**config.mk**
```make
export PLATFORM = sky130hd
export DESIGN_NAME = l2r_datapath
export DESIGN_NICKNAME = d
export VERILOG_FILES = /design/src/rtl/l2r_pkg.sv /design/src/rtl/l2r_datapath_mult.sv /design/src/rtl/l2r_datapath.sv
export SDC_FILE = /design/constraint.sdc
export NUM_CORES = 1
export LEC_CHECK = 0
export ABC_AREA = 0
export BUFFER_PORTS_ARGS = -buffer_cell sky130_fd_sc_hd__buf_4
export CORE_MARGIN = 8
export CORE_UTILIZATION = 65
export CTS_CLUSTER_SIZE = 28
export DETAILED_ROUTE_END_ITERATION = 12
export GPL_TIMING_DRIVEN = 0
export HOLD_SLACK_MARGIN = 0.05
export PLACE_DENSITY = 0.95
export SETUP_SLACK_MARGIN = 0.02
export SLEW_MARGIN = 20
export SYNTH_ARGS = -nofsm -noshare
export SYNTH_HDL_FRONTEND = slang
export SYNTH_HIERARCHICAL = 1
export SYNTH_SLANG_ARGS = --single-unit
```
**constraint.sdc**
```tcl
create_clock -name clk -period 24.9 [get_ports clk]
set_clock_uncertainty 0.2 [all_clocks]
set_input_delay 4.98 -clock clk [delete_from_list [all_inputs] [get_ports clk]]
set_output_delay 4.98 -clock clk [all_outputs]
set_load 0.05 [all_outputs]
```
**src/rtl/l2r_pkg.sv**
```systemverilog
// Shared encodings and defaults for the left-to-right exponentiation datapath.
package l2r_pkg;

  localparam int DEF_WIDTH  = 4;
  localparam int DEF_DWIDTH = 16;

  // Accumulator C source select.
  typedef enum logic [1:0] {
    SC_ONE  = 2'b00,
    SC_SQR  = 2'b01,
    SC_MUL  = 2'b10,
    SC_HOLD = 2'b11
  } sc_sel_e;

  // Iteration counter source select.
  typedef enum logic {
    SCOUN_ZERO = 1'b0,
    SCOUN_INC  = 1'b1
  } scoun_sel_e;

  // True for the C sources that load a multiplier product.
  function automatic logic sc_is_product(input logic [1:0] sel);
    return (sel == SC_SQR) || (sel == SC_MUL);
  endfunction

endpackage

```
**src/rtl/l2r_datapath_mult.sv**
```systemverilog
// Combinational DWIDTH x DWIDTH multiplier: truncated product plus an
// overflow flag raised when the upper half of the full product is nonzero.
module l2r_mult
  import l2r_pkg::*;
#(
  parameter int DWIDTH = DEF_DWIDTH
) (
  input  logic [DWIDTH-1:0] op_a,
  input  logic [DWIDTH-1:0] op_b,
  output logic [DWIDTH-1:0] prod,
  output logic              ovf_flag
);

  logic [2*DWIDTH-1:0] full_prod;

  // Full-width product, split into the kept low half and the overflow test.
  always_comb begin
    full_prod = {{DWIDTH{1'b0}}, op_a} * {{DWIDTH{1'b0}}, op_b};
    prod      = full_prod[DWIDTH-1:0];
    ovf_flag  = |full_prod[2*DWIDTH-1:DWIDTH];
  end

endmodule

```
**src/rtl/l2r_datapath.sv**
```systemverilog
// Datapath for left-to-right square-and-multiply exponentiation.
// An external control unit sequences the load/shift/select strobes; this
// block holds the base (A), the exponent shifter (B), the accumulator (C),
// the iteration counter and a sticky overflow flag.
module l2r_datapath
  import l2r_pkg::*;
#(
  parameter int WIDTH  = DEF_WIDTH,
  parameter int DWIDTH = DEF_DWIDTH
) (
  input  logic              clk,
  input  logic              rst_n,
  input  logic [DWIDTH-1:0] base_in,
  input  logic [WIDTH-1:0]  exp_in,
  input  logic              LoadA,
  input  logic              LoadB,
  input  logic              ShiftB,
  input  logic              LoadCoun,
  input  logic              S_Coun,
  input  logic              LoadC,
  input  logic [1:0]        S_C,
  output logic              equals,
  output logic              regBk,
  output logic [DWIDTH-1:0] result,
  output logic              ovf
);

  localparam int CW = $clog2(WIDTH + 1);
  localparam logic [CW-1:0] CNT_MAX = CW'(WIDTH);

  logic [DWIDTH-1:0] a_q, a_d;
  logic [WIDTH-1:0]  b_q, b_d;
  logic [DWIDTH-1:0] c_q, c_d;
  logic [CW-1:0]     cnt_q, cnt_d;
  logic              ovf_q, ovf_d;

  logic [DWIDTH-1:0] mul_op_b;
  logic [DWIDTH-1:0] mul_prod;
  logic              mul_ovf;

  // Single shared multiplier: C*C for squaring, C*A for the conditional multiply.
  always_comb begin
    mul_op_b = (S_C == SC_MUL) ? a_q : c_q;
  end

  l2r_mult #(
    .DWIDTH (DWIDTH)
  ) u_mult (
    .op_a     (c_q),
    .op_b     (mul_op_b),
    .prod     (mul_prod),
    .ovf_flag (mul_ovf)
  );

  // Base register: load or hold.
  always_comb begin
    a_d = a_q;
    if (LoadA) a_d = base_in;
  end

  // Exponent register: load wins over shift; shift brings the next bit to the MSB.
  always_comb begin
    b_d = b_q;
    if (LoadB)       b_d = exp_in;
    else if (ShiftB) b_d = b_q << 1;
  end

  // Iteration counter: clear or increment, saturating at WIDTH.
  always_comb begin
    cnt_d = cnt_q;
    if (LoadCoun) begin
      if (S_Coun == SCOUN_INC) begin
        if (cnt_q != CNT_MAX) cnt_d = cnt_q + CW'(1);
      end else begin
        cnt_d = '0;
      end
    end
  end

  // Accumulator: constant one, truncated product, or hold.
  always_comb begin
    c_d = c_q;
    if (LoadC) begin
      case (S_C)
        SC_ONE:  c_d = DWIDTH'(1);
        SC_SQR:  c_d = mul_prod;
        SC_MUL:  c_d = mul_prod;
        default: c_d = c_q;
      endcase
    end
  end

  // Sticky overflow: a new base clears it, and the clear beats a same-edge set.
  always_comb begin
    ovf_d = ovf_q;
    if (LoadA)                                  ovf_d = 1'b0;
    else if (LoadC && sc_is_product(S_C) && mul_ovf) ovf_d = 1'b1;
  end

  // State registers with synchronous reset overriding every strobe.
  always_ff @(posedge clk) begin
    if (!rst_n) begin
      a_q   <= '0;
      b_q   <= '0;
      c_q   <= '0;
      cnt_q <= '0;
      ovf_q <= 1'b0;
    end else begin
      a_q   <= a_d;
      b_q   <= b_d;
      c_q   <= c_d;
      cnt_q <= cnt_d;
      ovf_q <= ovf_d;
    end
  end

  // Status decodes look only at registered state.
  always_comb begin
    equals = (cnt_q == CNT_MAX);
    regBk  = b_q[WIDTH-1];
    result = c_q;
    ovf    = ovf_q;
  end

endmodule

```
# [After elaboration in Yosys (flattened, before gate mapping)]
# Cells that the tools add are included.
[word_totals] register_bits=40 in_bits=30 out_inout_bits=19
[classes] n_addsub=1 mul=1 n_eq_ne=5 mux=6 bitwise=1 n_reduce_logical=11
[ops] op="multiplier 16 x 16 -> 32 bit" count=1
[ops] op="case mux 16 bit (2 select lines)" count=1
[ops] op="2-to-1 mux 16 bit" count=1
[ops] op="OR reduction 16 bit" count=1
[ops] op="2-to-1 mux 4 bit" count=2
[ops] op="2-to-1 mux 3 bit" count=2
[ops] op="AND reduction 2 bit" count=2
[ops] op="nonzero test 2 bit" count=2
[ops] op="OR reduction 2 bit" count=2
[ops] op="adder 3 x 1 -> 3 bit (second input constant)" count=1
[ops] op="equality test 3 bit (second input constant)" count=1
[ops] op="!= test 3 bit (second input constant)" count=1
[ops] op="equality test 2 x 1 -> 1 bit (second input constant)" count=1
[ops] op="equality test 2 bit (second input constant)" count=1
[ops] op="logical AND 1 bit" count=2
[ops] op="logical NOT 2 bit" count=1
[ops] op="!= test 2 x 1 -> 1 bit (second input constant)" count=1
[ops] op="logical OR 1 bit" count=1
[ops] op="NOT 1 bit" count=1

# [Logic depth before layout (Yosys ltp)]
[logic_depth] depth_word=5 mapped_depth=31 ltp_nobuf=28

# [By module]
# Netlist, hierarchy kept.
[modules_own_cells] mod="l2r_mult" n_inst=1 cells_each=990 area_each_um2=8609.5 seq_area_each_um2=0.0
[modules_own_cells] mod="l2r_datapath" n_inst=1 cells_each=189 area_each_um2=1871.8 seq_area_each_um2=800.8

# [Least setup slack after synthesis]
# Ideal clock, no wire load.
[synth_timing] path_type="input port to flip-flop" from="input port S_C[0]" to="register ovf_q (netlist: ovf)" setup_time_ps=131 t_arrival_ps=11226 required_ps=24569 setup_slack_ps=13343 cell_stages=27 n_path_buf=4 path_cell_list="inv_1 -> ha_1 -> buf_2 -> buf_6 -> mux2_1 -> clkbuf_1 -> and2_1 -> fa_1 -> inv_1 -> fa_1 -> fa_1 -> fa_1 -> fa_1 -> fa_1 -> inv_1 -> ha_1 -> buf_4 -> a21oi_1 -> o211ai_1 -> a21o_1 -> o41a_1 -> mux2i_1 -> a311oi_2 -> nand4_1 -> nand4b_1 -> a31oi_1 -> nor3_1"
[synth_between] elab_chain_cells=5
[synth_lines] element="start, declared" line_no="l2r_datapath.sv:21" rtl="input logic [1:0] S_C,"
[synth_lines] element="equality test 2 bit" line_no="l2r_datapath.sv:43" rtl="mul_op_b = (S_C == SC_MUL) ? a_q : c_q;"
[synth_lines] element="2-to-1 mux 16 bit" line_no="l2r_datapath.sv:43"
[synth_lines] element="via mul_op_b[7]" line_no="l2r_datapath.sv:37" rtl="logic [DWIDTH-1:0] mul_op_b;"
[synth_lines] element="multiplier 16 x 16 -> 32 bit" line_no="l2r_datapath_mult.sv:18" rtl="full_prod = {{DWIDTH{1'b0}}, op_a} * {{DWIDTH{1'b0}}, op_b};"
[synth_lines] element="OR reduction 16 bit" line_no="l2r_datapath_mult.sv:20" rtl="ovf_flag = |full_prod[2*DWIDTH-1:DWIDTH];"
[synth_lines] element="via mul_ovf" line_no="l2r_datapath.sv:39" rtl="logic mul_ovf;"
[synth_lines] element="logical AND 1 bit" line_no="l2r_datapath.sv:97" rtl="else if (LoadC && sc_is_product(S_C) && mul_ovf) ovf_d = 1'b1;"
[synth_lines] element="end signal, assigned" line_no="l2r_datapath.sv:113" rtl="ovf_q <= ovf_d;"
[synth_lines] element="end, declared" line_no="l2r_datapath.sv:35" rtl="logic ovf_q, ovf_d;"
# The timed path passes the listed nets, and every way through them passes these cells.
# A chain may end at the register's enable or synchronous reset.

# [Final worst setup path]
# Same ends and word-level chain as after synthesis.

==> metrics <==
status=completed; PortBufs=46; largest net degree at the start of global routing=14; worst-case clock buffer depth=2; CTS tree=yes; Crit path largest cell delay=550 ps; Mapped Cells=1179; Mapped Avg Cell Area=8.890 µm²; CTS sink count=40; cell mode on critical path=fa_1; diode count=0; CORE AREA=0.01583 mm²; Yosys cell types=65; post-place instance area=0.01110 mm²; area share of the largest cell type after synthesis=37.05%; worst slew pin tran=703.4 ps; Tcrit/Tclk final=50.57%; Total GRT Usage=30.50%; Filler Cell Count=1074; GPL Wtd Cong=0.9461; post-CTS setup buffer count=0; Top FF cell, synth=dfxtp_1; Critical Path RT=24860 ps; Die ar.=0.02044 mm²; Fin Hold WS=300.7 ps; R2R Path Start=result[6]$_SDFFE_PN0P_; share of cells above drive strength 1=9.651%; CP Launch Type=input pin; Starting DRT DRC Count=1084; first-pass GRT wire length=48.55 mm; vias in the first global route=9589; Area contributors post-synth=fa_1 37%, ha_1 13%, dfxtp_1 7.6%; Area growth syn-to-layout=7.569%; worst skew pair latency=290 ps; Cell Rows=46; Final Total Pwr=0.0001748 W; FMAX=79.41 MHz; clk slew on worst S/H paths=60 ps; post-route cell area=0.01127 mm²; Final Hold Violating Endpoints=0; Yosys warnings=6; drt wl/cell=20.76 µm; max_slew headroom=53.11%; vias post-DR=9022; Critical Path Source=S_C[0]; Max stage delay cell, worst path=fa_1; Setup Crit Path Kind=in2reg; Util after Layout=71.23%; TritonCTS Buffers=5; Hold WC Path Type=reg2reg; crit path max fanout=10; GR Overflow Total=0; vias per inst=6.226; Synth Register Bits=40; max_cap viols=0; final setup fails=0; Slew Viols, Final=0; RSZ-0062 raised after global routing=no; IO Count=49; Die Y-Extent=143.0 µm; hold path start=cnt_q[1]$_SDFFE_PN0P_; CTS H-tree depth=2; Max IR drop VDD=0.03874 mV; multi-input logic area=0.008638 mm²; CTS resizes=0; Worst EP arrival=12550 ps; Mapped Nets=1511; post-route setup TNS=0 ps; TritonRoute pass-1 iters=8; EDFF count, synth=0; Register Area=800.8 µm²; Routed WL=30.09 mm; crit end category=flop; Synth Cell Area=0.01048 mm²; PwrDens=15.51 mW/mm²; CP top delay family=adder cells; CP bufs+invs=8; Pleak=4.999 nW; Post-DRT Antenna Nets=0; sequential area share after synthesis=7.640%; Async SR Flop Fraction=0%; # hold bufs at CTS=0; root buffer cell=clkbuf_16; Tmin final=12590 ps; r2r setup slk=16910 ps; antenna violations before repair=0; post-synth top area cell=fa_1; Die W=143.0 µm; DRC violations left=0; fin nets=1564; starting density of the core=66.22%; HPWL reported at the end of detailed placement=23.84 mm
==> flip-flops by register name, indices dropped and copies added, names as in the netlist <==
signal,count
a_q,16
b_q,4
cnt_q,3
ovf,1
result,16
==> tightest hold or removal path: stages, from the launching register on <==
cell,delay (ps)
dfxtp_1,320
o21ai_0,70
a21oi_1,60
==> layout make-up <==
type	instances	area share, %
plain buffers	60	2.652
clock buffers	6	1.232
clock inverters	2	0.3440
inverters	198	6.592
multi-input cells	881	76.62
flip-flops and latches	40	7.102
well taps	216	2.397
repair buffers	46	3.063
==> power breakdown <==
group          switching, W  internal, W
combinational     0.0000165    0.0000103
sequential       0.00000218    0.0000663
clock             0.0000293    0.0000503
total             0.0000480     0.000127
==> cell families after synthesis <==
logic type	after synthesis	share of synthesized area, %
buf+inv	258	9.944
compound gates	119	7.843
fa+ha+maj	302	49.95
simple gates	400	18.90
mux	41	4.142
flops	40	7.640
xor+xnor	19	1.588
==> Yosys cell counts, types with 8 or more instances <==
cell      number
a21o_1        13
a21oi_1       35
a21oi_2       11
a31oi_1        8
and2_1       114
buf_2         12
clkbuf_1      39
dfxtp_1       40
fa_1         194
ha_1         108
inv_1        197
mux2_1        10
mux2_2         9
mux2i_1       22
nand2_1      185
nand3_1       19
nand3_2        9
nor2_1        37
o21ai_0       18
xnor2_1       12
==> cell usage in the layout (no fill, tap or decap), drive strengths merged, types with 3 or more instances in the layout <==
master	count
inv	198
fa	194
nand2	185
and2	114
ha	108
buf	66
clkbuf	46
a21oi	46
dfxtp	40
nor2	37
nand3	28
mux2i	22
o21ai	20
mux2	19
a21o	15
xnor2	12
a31oi	9
o211ai	8
nand4	7
xor2	7
nor3	7
or3	3
o2111ai	3
nand3b	3
and3	3
a211oi	3
==> stage by stage <==
stage	instances	setup slack [ps]
floorplan	1179	13340
global placement	1441	12320
detailed placement	1441	12200
global route	1449	12010
CTS	1449	12410
finish	1449	12310
==> layer usage <==
metal	part of all wire, %	GRT usage, %	wire, µm	vias to the layer above
met1	35	36.63	10600	4326
met2	48	50.12	14300	717
li1	-	-	-	3795
met5	0	0	0	-
met4	6.5	18.23	1945	0
met3	11	5.776	3247	184
==> worst paths after layout <==
kind	endpoint	cells past startpoint
worst min register to register	cnt_q[1]$_SDFFE_PN0P_	2
worst max register to register	ovf$_SDFFE_PP0P_	25
worst max-delay path	ovf$_SDFFE_PP0P_	29
worst min-delay path	cnt_q[1]$_SDFFE_PN0P_	2
No activity file was read; power rests on OpenSTA's default activity.
